## src/rtl/sync_ctrl_8b10b.sv

```systemverilog
// Link synchronisation controller for an 8b10b receive path: LOS/ACQ/SYNC hunting with hysteresis.
// Optional sync-loss counter on lossCount_o is enabled by defining SYNC_CTRL_LOSS_CNT_EN.
module sync_ctrl_8b10b #(
   parameter int ACQ_COMMAS  = 3,
   parameter int ACQ_TIMEOUT = 16,
   parameter int ERR_LIMIT   = 4,
   parameter int GOOD_RUN    = 4,
   parameter int CNT_W       = 16
) (
   input  logic             clk_i,
   input  logic             rst_i,
   input  logic             valid_i,
   input  logic             komma_i,
   input  logic [1:0]       codeErr_i,
   input  logic             clrCount_i,
   output logic             enReAlign_o,
   output logic             synced_o,
   output logic             syncLoss_o,
   output logic [CNT_W-1:0] errCount_o,
   output logic [7:0]       lossCount_o
);

   typedef enum logic [1:0] {
      ST_LOS  = 2'd0,
      ST_ACQ  = 2'd1,
      ST_SYNC = 2'd2
   } state_t;

   state_t           r_state, w_state_next;
   logic [3:0]       r_comma_cnt, w_comma_next;
   logic [7:0]       r_timeout_cnt, w_timeout_next;
   logic [3:0]       r_credits, w_credits_next;
   logic [7:0]       r_good_cnt, w_good_next;
   logic             r_sync_loss, w_sync_loss_next;
   logic [CNT_W-1:0] r_err_cnt, w_err_next;
   logic [CNT_W:0]   w_err_sum;
   logic [1:0]       w_err_inc;
   logic             w_bad;

   assign w_bad = |codeErr_i;

   always_ff @(posedge clk_i or posedge rst_i) begin
      if (rst_i) begin
         r_state       <= ST_LOS;
         r_comma_cnt   <= 4'd0;
         r_timeout_cnt <= 8'd0;
         r_credits     <= 4'd0;
         r_good_cnt    <= 8'd0;
         r_sync_loss   <= 1'b0;
         r_err_cnt     <= '0;
      end else begin
         r_state       <= w_state_next;
         r_comma_cnt   <= w_comma_next;
         r_timeout_cnt <= w_timeout_next;
         r_credits     <= w_credits_next;
         r_good_cnt    <= w_good_next;
         r_sync_loss   <= w_sync_loss_next;
         r_err_cnt     <= w_err_next;
      end
   end

   always_comb begin
      w_state_next     = r_state;
      w_comma_next     = r_comma_cnt;
      w_timeout_next   = r_timeout_cnt;
      w_credits_next   = r_credits;
      w_good_next      = r_good_cnt;
      w_sync_loss_next = 1'b0;
      if (valid_i) begin
         case (r_state)
            ST_LOS: begin
               if (!w_bad && komma_i) begin
                  if (ACQ_COMMAS == 1) begin
                     w_state_next   = ST_SYNC;
                     w_credits_next = 4'(ERR_LIMIT);
                     w_good_next    = 8'd0;
                  end else begin
                     w_state_next   = ST_ACQ;
                     w_comma_next   = 4'd1;
                     w_timeout_next = 8'd0;
                  end
               end
            end
            ST_ACQ: begin
               if (w_bad) begin
                  w_state_next = ST_LOS;
               end else if (komma_i) begin
                  w_comma_next   = r_comma_cnt + 4'd1;
                  w_timeout_next = 8'd0;
                  if (r_comma_cnt + 4'd1 == 4'(ACQ_COMMAS)) begin
                     w_state_next   = ST_SYNC;
                     w_credits_next = 4'(ERR_LIMIT);
                     w_good_next    = 8'd0;
                  end
               end else begin
                  w_timeout_next = r_timeout_cnt + 8'd1;
                  if (r_timeout_cnt + 8'd1 == 8'(ACQ_TIMEOUT)) begin
                     w_state_next = ST_LOS;
                  end
               end
            end
            ST_SYNC: begin
               if (w_bad) begin
                  w_credits_next = r_credits - 4'd1;
                  w_good_next    = 8'd0;
                  if (r_credits == 4'd1) begin
                     w_state_next     = ST_LOS;
                     w_sync_loss_next = 1'b1;
                  end
               end else if (r_credits == 4'(ERR_LIMIT)) begin
                  // full credit: a good run has nothing to restore
                  w_good_next = 8'd0;
               end else if (r_good_cnt + 8'd1 == 8'(GOOD_RUN)) begin
                  w_good_next    = 8'd0;
                  w_credits_next = r_credits + 4'd1;
               end else begin
                  w_good_next = r_good_cnt + 8'd1;
               end
            end
            default: begin
               w_state_next = ST_LOS;
            end
         endcase
      end
   end

   // Errors counted while SYNC is the current state, including the losing pair.
   assign w_err_inc = (valid_i && r_state == ST_SYNC) ?
                      (2'(codeErr_i[1]) + 2'(codeErr_i[0])) : 2'd0;
   assign w_err_sum = {1'b0, r_err_cnt} + {{(CNT_W-1){1'b0}}, w_err_inc};

   always_comb begin
      w_err_next = r_err_cnt;
      if (clrCount_i) begin
         w_err_next = {{(CNT_W-2){1'b0}}, w_err_inc};
      end else if (w_err_sum[CNT_W]) begin
         w_err_next = '1;
      end else begin
         w_err_next = w_err_sum[CNT_W-1:0];
      end
   end

   assign enReAlign_o = (r_state == ST_LOS);
   assign synced_o    = (r_state == ST_SYNC);
   assign syncLoss_o  = r_sync_loss;
   assign errCount_o  = r_err_cnt;

`ifdef SYNC_CTRL_LOSS_CNT_EN
   logic [7:0] r_loss_cnt;

   always_ff @(posedge clk_i or posedge rst_i) begin
      if (rst_i) begin
         r_loss_cnt <= 8'd0;
      end else if (clrCount_i) begin
         r_loss_cnt <= 8'd0;
      end else if (w_sync_loss_next && r_loss_cnt != 8'hFF) begin
         r_loss_cnt <= r_loss_cnt + 8'd1;
      end
   end

   assign lossCount_o = r_loss_cnt;
`else
   assign lossCount_o = 8'd0;
`endif

endmodule

```

## config.mk

```make
export PLATFORM = sky130hd
export DESIGN_NAME = sync_ctrl_8b10b
export DESIGN_NICKNAME = d
export VERILOG_FILES = /design/src/rtl/sync_ctrl_8b10b.sv
export SDC_FILE = /design/constraint.sdc
export NUM_CORES = 1
export LEC_CHECK = 0
export ABC_AREA = 1
export BUFFER_PORTS_ARGS = -buffer_cell sky130_fd_sc_hd__buf_2
export CAP_MARGIN = 20
export CORE_MARGIN = 2
export CORE_UTILIZATION = 40
export DETAILED_ROUTE_END_ITERATION = 8
export PLACE_DENSITY = 0.62
export SLEW_MARGIN = 20
export SYNTH_ARGS = -nofsm -noshare
export SYNTH_HDL_FRONTEND = slang
export SYNTH_SLANG_ARGS = --single-unit
```

## constraint.sdc

```tcl
create_clock -name clk_i -period 7.2 [get_ports clk_i]
set_input_delay 0.36 -clock clk_i [delete_from_list [all_inputs] [get_ports clk_i]]
set_output_delay 0.36 -clock clk_i [all_outputs]
set_load 0.01 [all_outputs]
```

# Word-level counts from Yosys, hierarchy flattened

Cells that the tools add are included.

Reductions and logical operators: 12
$add $sub $neg: 7
Multiplexer cells: 37
Equal/unequal tests: 17

Operators by type and width:

| operator              | count |
|---|---|
| $mux W8               | 9 |
| $mux W4               | 9 |
| $mux W16              | 2 |
| $pmux W8 S2           | 2 |
| $add A16 B2 Y17       | 1 |
| $add A8 B1 Y8 const B | 2 |
| $mux W2               | 8 |
| $pmux W4 S2           | 2 |
| $reduce_and A5 Y1     | 2 |
| $add A4 B1 Y4 const B | 2 |
| $eq A8 B3 Y1 const B  | 1 |
| $eq A8 B5 Y1 const B  | 1 |
| $ne A4 B4 Y1 const B  | 2 |
| $reduce_and A7 Y1     | 1 |
| $ne A2 B1 Y1 const B  | 3 |
| $ne A2 B2 Y1 const B  | 3 |
| $pmux W2 S3           | 1 |
| $reduce_and A6 Y1     | 1 |
| $eq A4 B1 Y1 const B  | 1 |
| $eq A4 B2 Y1 const B  | 1 |
| $eq A4 B3 Y1 const B  | 1 |
| $mux W1               | 4 |
| $reduce_and A4 Y1     | 1 |
| $reduce_bool A2 Y1    | 2 |
| other kinds (10)      | 11 |

Word-level logic and storage cells: 80
Input bits: 7
Output and inout bits: 27
Register bits: 43

# Longest topological paths before layout

Gate-level depths: netlist of the first run.

Depth after elaboration: 6
Depth in mapped cells: 17
Depth with buffers taken out: 16

# Least setup slack after synthesis of the first run

No wires, ideal clock.

Path type: reg2reg
From: register r_state[0]
To: register r_err_cnt[9] (netlist: errCount_o[9])
Setup time: 63 ps
Slack: 4,726 ps
Path buffers: 1
Arrival time: 2,412 ps
Data required time: 7,137 ps
Cell stages (with the launch flop): 18
Cell sequence: dfrtp_1 > inv_1 > ha_1 > nand2_1 > nor2_1 > ha_1 > inv_1 > fa_1 > inv_1 > nand2_2 > nor3_4 > nand2_2 > nor2_4 > nand2_2 > buf_6 > nand3_1 > nand2_1 > inv_1

Longest elaborated chain between the ends: 6

Ends and longest elaborated chain:

| item                     | line | text |
|---|---|---|
| start: declaration       | 29   | `state_t r_state, w_state_next;` |
| start signal: assignment | 52   | `r_state <= w_state_next;` |
| $eq A2 B2 Y1             | --   |  |
| via synced_o             | 17   | `output logic synced_o,` |
| $logic_and A1 B1 Y1      | 128  | `assign w_err_inc = (valid_i && r_state == ST_SYNC) ?` |
| $mux W2                  | 128  |  |
| $add A16 B2 Y17          | 130  | `assign w_err_sum = {1'b0, r_err_cnt} + {{(CNT_W-1){1'b0}}, w_err_inc};` |
| $mux W16                 | 136  | `end else if (w_err_sum[CNT_W]) begin` |
| $mux W16                 | 134  | `if (clrCount_i) begin` |
| via w_err_next[9]        | 35   | `logic [CNT_W-1:0] r_err_cnt, w_err_next;` |
| end signal: assignment   | 58   | `r_err_cnt <= w_err_next;` |
| end: declaration         | 35   |  |

The timed path passes the listed nets, and every way through them passes these cells.
A chain may end at the register's enable or synchronous reset.

# Worst setup path in the final report of the first run

From: register r_state[0]
To: register r_err_cnt[8] (netlist: errCount_o[8])

Longest elaborated chain between the ends: 6

Ends and longest elaborated chain:

| item                | line |
|---|---|
| $eq A2 B2 Y1        | 128 |
| $logic_and A1 B1 Y1 | 128 |
| $mux W2             | 128 |
| $add A16 B2 Y17     | 130 |
| $mux W16            | 136 |
| $mux W16            | 134 |
| via w_err_next[8]   | 35 |

The timed path passes the listed nets, and every way through them passes these cells.

==> results of run 1 <==
[logic make-up after synthesis]
kind of cell               count (synthesis)  synth area share [%]
xor gates and xnor gates                  11                  3.62
DFF                                       43                  37.5
and+or+nand+nor                          173                  28.0
other                                      1                 0.131
adders and majority gates                 16                  7.24
buffers and inverters                     83                  12.6
AOI/OAI and AO/OA                         56                  10.9
[power breakdown]
| group | internal [mW] | total (mW) | switching [mW] |
|---|---|---|---|
| Combinational | 0.0893 | 0.244 | 0.155 |
| Sequential | 0.292 | 0.340 | 0.0483 |
| Clock | 0.0679 | 0.154 | 0.0861 |
| Total | 0.449 | 0.738 | 0.289 |
[placed cells by master, fill, tap and decap left out, types with 8 or more instances in the layout]
master / count
sky130_fd_sc_hd__o21ai_1: 8
sky130_fd_sc_hd__xor2_1: 8
sky130_fd_sc_hd__inv_1: 68
sky130_fd_sc_hd__a21oi_1: 12
sky130_fd_sc_hd__nand2_2: 8
sky130_fd_sc_hd__ha_1: 15
sky130_fd_sc_hd__nand3_1: 34
sky130_fd_sc_hd__nand4_1: 8
sky130_fd_sc_hd__nor3_1: 8
sky130_fd_sc_hd__o21ai_0: 21
sky130_fd_sc_hd__dfrtp_1: 43
sky130_fd_sc_hd__nor2_1: 30
sky130_fd_sc_hd__conb_1: 8
sky130_fd_sc_hd__buf_2: 25
sky130_fd_sc_hd__nand2_1: 72
[sequential cells by signal, summed over array words and instances, names as in the netlist]
name and flops:
errCount_o 16, r_comma_cnt 4, r_credits 4, r_good_cnt 8, r_state 2, r_timeout_cnt 8, syncLoss_o 1
[layout make-up]
class | count | area, um2
fill | 706 | 3730
timing repair buffer | 26 | 133
clock buffer | 6 | 72.6
multi-input combinational | 264 | 1460
sequential | 43 | 1080
inverter | 71 | 267
clock inverter | 2 | 12.5
tap | 96 | 120
[through the flow]
step                      hold WS, ps  cells  util [%]
after floorplan                   467    390         -
after CTS                         207    508      45.7
after global placement            485    500      44.5
after global routing              243    508      45.7
after detailed placement          498    500      44.5
final                             177    508      45.7
[worst paths after layout]
kind                       startpoint             to  slack [ps]  depth (start not counted)
hold reg to reg            r_state[1]     r_state[1]         510                          2
setup reg to reg           r_state[0]  errCount_o[8]        4480                         16
setup / recovery           r_state[0]  errCount_o[8]        4480                         16
min in group clk_i         clrCount_i  errCount_o[5]         360                          2
hold / removal                  rst_i  r_good_cnt[6]         180                          3
max in group asynchronous       rst_i  errCount_o[0]        6640                          3
[routing by layer]
layer  share of wire [%]  routed length, um  vias up
met2                  46               2640       36
li1                    -                  -     1259
met5                   0                  0        -
met4                 1.5                 86        0
met3                 3.7                210        7
met1                  49               2780     1122
[critical path, stage by stage (launching register included)]
cell and delay (ps):
sky130_fd_sc_hd__dfrtp_1 410, sky130_fd_sc_hd__inv_1 90, sky130_fd_sc_hd__ha_1 270, sky130_fd_sc_hd__nand2_1 100
sky130_fd_sc_hd__nor2_1 160, sky130_fd_sc_hd__ha_1 200, sky130_fd_sc_hd__inv_1 60, sky130_fd_sc_hd__fa_1 400
sky130_fd_sc_hd__inv_1 90, sky130_fd_sc_hd__nand2_2 70, sky130_fd_sc_hd__nor3_4 160, sky130_fd_sc_hd__nand2_2 120
sky130_fd_sc_hd__nor2_4 120, sky130_fd_sc_hd__nand2_2 160, sky130_fd_sc_hd__o21ai_0 120, sky130_fd_sc_hd__a21oi_1 60
sky130_fd_sc_hd__nor2_1 90
==> impl_results.md, run 1 <==
* Run status: finished clean
* Clock sink count at 43
* Cell count after synthesis at ~380
* Total Nets Final at approximately 430
* Clock tree from TritonCTS: built
* Signed area change from the synthesized netlist to the final layout at 9.42%
* Count of endpoints failing hold in the final timing report at 0
* Data required time at the worst endpoint at about 7400 ps
* Total setup buffers inserted after CTS at 0
* Largest cells by area after synthesis: sky130_fd_sc_hd__dfrtp_1 37%, sky130_fd_sc_hd__nand2_1 9.4%, sky130_fd_sc_hd__inv_1 9.0%
* Global-route track usage on met2 at 26.6%
* Pleak at 1.62 nW
* Largest net degree at the start of global routing at 44
* First-pass GRT wire length at slightly below 10000 um
* Core footprint at 6870 um2
* Transition at the pin with the smallest max-transition slack at ~550 ps
* Count of boundary I/O pins at 34
* Setup repair after global routing missed its margin: false
* Worst setup path category: reg -> reg
* Final setup fails at 0
* Clock-pin slew on the worst setup and hold paths at roughly 90 ps
* Total power of the final layout at between 0.7 and 0.8 mW
* FFs w/ async S/R, synth at 100%
* Placed Instance Area at 3060 um2
* Initial detailed-routing violation count at 101
* Library cell with the largest summed area after synthesis: sky130_fd_sc_hd__dfrtp_1
* Via count of the first global-routing pass at approximately 2.3k
* Initial cell density of the core at 41.8%
* Layout cell share with drive strength beyond 1 at 14.3%
* Yosys reg bits at 43
* Min setup slack post-route at about 4500 ps
* Most numerous cell types in the synthesized netlist: 72 x sky130_fd_sc_hd__nand2_1, 69 x sky130_fd_sc_hd__inv_1, 43 x sky130_fd_sc_hd__dfrtp_1
* Worst-case headroom to the max-slew limit at between 60% and 70%
* I/O Buffers at 25
* Drt first pass iters at 4
* Warning count from the yosys run at 0
* Detailed-route DRC error count at 0
* Average wire length per cell after detail routing at between 10 and 15 um
* Post-DRT Antenna Nets at 0
* Post-CTS resize count at 0
* Time the final worst path needs with I/O delays and setup at roughly 2700 ps
* Area share of the largest cell type after synthesis at approximately 37%
* Critical-path maximum fanout at 11
* CP Launch Type: register
* Final period utilization at approximately 38%
* Class of the most critical hold timing path: in -> async
* Dpl ws at about 4500 ps
* Mean area per synthesized cell at approximately 7.5 um2
* Root buf cell: sky130_fd_sc_hd__clkbuf_8
* VDD IR-drop max at roughly 140 uV
* Diodes inserted at 0
* Number of placement rows at 30
* Post-synthesis sequential area ratio at 37.5%
* Worst setup skew after layout at between 7 and 8 ps
* Worst skew pair latency at roughly 300 ps
* Data arrival time of the critical path at 2960 ps
* Total standard cell area after synthesis at approximately 2900 um2
* Setup crit end kind: register
* Avg Vias per Cell at 4.77
* Number of levels the H-tree was split into at 2
* Total via count in the routed design at 2424
* Setup Total Neg Slack at 0 ps
* Overflow left after global routing at 0
* Final Routed Wirelength at approximately 5700 um
* Most numerous cell in the Yosys netlist: sky130_fd_sc_hd__nand2_1
* Weighted congestion at the end of routability-driven global placement at 0.821
* Post-layout instance area at approximately 3100 um2
* Global-route met1 utilization at a little over a fifth
* Global-route met3 utilization at 4.10%
* Number of antenna violations at the first check in global routing at 0
* Number of buffers between clock root and the deepest sink at 2
* Main flop type after synthesis: sky130_fd_sc_hd__dfrtp_1
* Vertical extent of the die at slightly below 90 um
* Number of synthesized flops with an enable pin at 0
* Aggregate global-route resource usage at ~16%
* Die ar. at about 7900 um2
* Horiz. Die Dim at around 89 um
* Quantity of hold-fixing buffers added after cts at 0
* CTS buffer count at 5
* F_max at between 300 and 400 MHz
* Max-capacitance violation count at 0
* Areal power density over the cells at between 200 and 250 nW/um2
* Number of unique standard cell types used by synthesis at 37
* Final-report max-slew violation count at 0
* Detailed placer's ending HPWL at around 4300 um
* Gr busiest metal: met2
(Power assumes the default switching activity.)
==> run 2, diff against run 1 <==
- ABC_AREA: 1 -> 0
- PLACE_DENSITY: 0.62 -> 0.64
- clock period: 7.2 -> 2.3 ns (I/O delays scaled with it)
==> impl_results.md, run 2 <==
* Run status: finished, violations left
* Failing checks: setup timing
* Data required time at the worst endpoint at 2530 ps (-4910 ps)
* Final setup fails at 3 (+3)
* Final period utilization at 101% (+63 points)
* Number of placement rows at 31 (+3.3%)
* Worst setup skew after layout at 8.13 ps (+0.910 ps)
* Layout cell share with drive strength beyond 1 at 22.1% (+7.8 points)
* Count of endpoints failing hold in the final timing report at 0 (unchanged)
* Most numerous cell types in the synthesized netlist: 43 x sky130_fd_sc_hd__dfrtp_1, 27 x sky130_fd_sc_hd__nand2_1, 21 x sky130_fd_sc_hd__nor2_1
* Avg Vias per Cell at 5.47 (+15%)
* Number of buffers between clock root and the deepest sink at 2 (unchanged)
* Setup crit end kind: register
* Diodes inserted at 0 (unchanged)
* Largest cells by area after synthesis: sky130_fd_sc_hd__dfrtp_1 37%, sky130_fd_sc_hd__ha_1 6.4%, sky130_fd_sc_hd__nand2_1 3.5%
* Transition at the pin with the smallest max-transition slack at 718 ps (+165 ps)
* FFs w/ async S/R, synth at 100% (unchanged)
* Largest net degree at the start of global routing at 20 (-55%)
* Drt first pass iters at 4 (unchanged)
* Yosys reg bits at 43 (unchanged)
* Launching element of the worst setup path: r_state[0]
* Commonest cells after routing, fill and taps aside: 43 x sky130_fd_sc_hd__dfrtp_1, 27 x sky130_fd_sc_hd__nand2_1, 26 x sky130_fd_sc_hd__buf_4
* Clock-pin slew on the worst setup and hold paths at 100 ps (about the same)
* Worst setup path category: reg -> reg
* Number of antenna violations at the first check in global routing at 0 (unchanged)
* CTS buffer count at 5 (unchanged)
* Area share of the largest cell type after synthesis at 36.9% (-0.61 points)
* Final core utilization at 48.2% (+2.5 points)
* Reg2Reg Launch Point: r_state[0]
* Worst skew pair latency at 300 ps (about the same)
* Post-DRT Antenna Nets at 0 (unchanged)
* First-pass GRT wire length at 11300 um (+14%)
* Min setup slack post-route at -24.3 ps (-4510 ps)
* Clock sink count at 43 (unchanged)
* Final-report max-slew violation count at 0 (unchanged)
* Detailed-route DRC error count at 0 (unchanged)
* Cell count after synthesis at 326 (-15%)
* Root buf cell: sky130_fd_sc_hd__clkbuf_8
* Worst-case headroom to the max-slew limit at 51.8% (-11 points)
* I/O Buffers at 25 (unchanged)
* F_max at 430 MHz (+17%)
* Areal power density over the cells at 670 nW/um2 (+180%)
* Warning count from the yosys run at 0 (unchanged)
* Setup repair after global routing missed its margin: true
* Most common cell after layout, fill and taps aside: sky130_fd_sc_hd__dfrtp_1
* Post-synthesis sequential area ratio at 36.9% (-0.61 points)
* Most numerous cell in the Yosys netlist: sky130_fd_sc_hd__dfrtp_1
* Initial detailed-routing violation count at 115 (+14%)
* Class of the most critical hold timing path: in -> reg
* Detailed placer's ending HPWL at 4980 um (+16%)
* Mean area per synthesized cell at 8.95 um2 (+19%)
* Pleak at 1.50 nW (-7.4%)
* Clock tree from TritonCTS: built
* Horiz. Die Dim at 89.4 um (+0.78%)
* Number of synthesized flops with an enable pin at 0 (unchanged)
* Max FFs per register at 16 (unchanged)
* Number of levels the H-tree was split into at 2 (unchanged)
* Vertical extent of the die at 89.4 um (+0.78%)
* Critical-path maximum fanout at 7 (-4)
* Weighted congestion at the end of routability-driven global placement at 0.823 (+0.29%)
* Main flop type after synthesis: sky130_fd_sc_hd__dfrtp_1
* Initial cell density of the core at 40.7% (-1.1 points)
* Hold Crit Start: clrCount_i
* Via count of the first global-routing pass at 2394 (+5.9%)
* Total via count in the routed design at 2600 (+7.3%)
* Total Nets Final at 398 (-8.3%)
* Max-capacitance violation count at 0 (unchanged)
* Count of boundary I/O pins at 34 (unchanged)
* Dpl ws at -37.0 ps (-4510 ps)
* Total standard cell area after synthesis at 2920 um2 (+1.7%)
* Total power of the final layout at 2.32 mW (+210%)
* Post-layout instance area at 3460 um2 (+10%)
* Placed Instance Area at 3300 um2 (+8.0%)
* Library cell with the largest summed area after synthesis: sky130_fd_sc_hd__dfrtp_1
* Final Routed Wirelength at 6740 um (+18%)
* Core footprint at 7180 um2 (+4.5%)
* VDD IR-drop max at 372 uV (+170%)
* CP Launch Type: register
* Signed area change from the synthesized netlist to the final layout at 18.7%
* Overflow left after global routing at 0 (unchanged)
* Average wire length per cell after detail routing at 14.2 um (+26%)
* Data arrival time of the critical path at 2560 ps (-400 ps)
* Time the final worst path needs with I/O delays and setup at 2320 ps (-394 ps)
* Setup Total Neg Slack at -42.2 ps (-42.2 ps)
* Die ar. at 7990 um2 (+1.6%)
* Number of unique standard cell types used by synthesis at 65 (+76%)
* Aggregate global-route resource usage at 17.9% (+1.9 points)
==> run 2: changes by cell type after synthesis, moves of 8 or more <==
cell and delta:
sky130_fd_sc_hd__nand2_1 -45, sky130_fd_sc_hd__nand2_2 -8, sky130_fd_sc_hd__nor2_1 -9, sky130_fd_sc_hd__inv_1 -50, sky130_fd_sc_hd__nand3_1 -14, sky130_fd_sc_hd__o211ai_1 +8
==> run 2: final timing paths <==
| check | slack, ps | cells past startpoint | to |
|---|---|---|---|
| setup / recovery | -20 | 9 | errCount_o[13] |
| hold / removal | 180 | 2 | errCount_o[11] |
| setup reg to reg | -20 | 9 | errCount_o[13] |
| hold reg to reg | 510 | 1 | r_timeout_cnt[7] |
| max in group asynchronous | 1300 | 4 | r_good_cnt[3] |
| min in group asynchronous | 380 | 3 | r_state[0] |
==> run 2: logic make-up (layout without fill, tap and decap cells) <==
kind of cell	after synthesis	after routing	share of synthesized area [%]
flops	43	43	36.9
xor+xnor	12	12	3.60
fa+ha+maj	16	16	7.12
simple gates	125	126	22.9
mux	8	8	2.83
compound gates	82	82	20.0
buf+inv	39	81	6.56
other cells	1	8	0.129
==> run 2: final cells by class <==
class	count	area, um2
Tap cell	99	124
Multi-Input combinational cell	252	1760
Sequential cell	43	1080
Clock buffer	5	68.8
Inverter	21	78.8
Timing Repair Buffer	52	330
Clock inverter	3	23.8
Fill cell	692	3710
==> run 2: per-layer routing <==
layer,part of all wire (%),global-route usage [%],vias to the layer above
li1,-,-,1280
met1,48,24.6,1261
met2,47,28.7,46
met3,3.7,3.51,13
met4,1.4,5.16,0
met5,0,0,-
==> run 2: timing repair <==
item / in CTS / in global routing
buffers inserted: 0 / 3
gates cloned: 1 / 0
hold buffers: 1 / 0
pin swaps: 0 / 3
endpoints found under the hold margin: 17 / 0
resized for setup: 1 / 5
endpoints found under the setup margin: 13 / 17
==> run 2: critical path: stages (launching register included) <==
cell and delay (ps):
sky130_fd_sc_hd__dfrtp_1 400, sky130_fd_sc_hd__inv_2 70, sky130_fd_sc_hd__ha_4 120, sky130_fd_sc_hd__and3_4 180, sky130_fd_sc_hd__ha_4 130, sky130_fd_sc_hd__inv_2 40
sky130_fd_sc_hd__fa_2 370, sky130_fd_sc_hd__or3_4 360, sky130_fd_sc_hd__or3_4 400, sky130_fd_sc_hd__a31oi_1 180
==> run 2: metrics by stage <==
step           std cells  hold WS [ps]
2_1_floorplan        333           178
3_3_place_gp         462           176
3_5_place_dp         462           181
4_1_cts              472           159
5_1_grt              475           180
6_report             475           185
==> run 2: power breakdown <==
part	internal (mW)	total (mW)	leakage, nW	switching [mW]
Combinational	0.351	0.795	0.880	0.443
Sequential	0.860	1.01	0.582	0.147
Clock	0.218	0.518	0.0408	0.300
Total	1.43	2.32	1.50	0.891
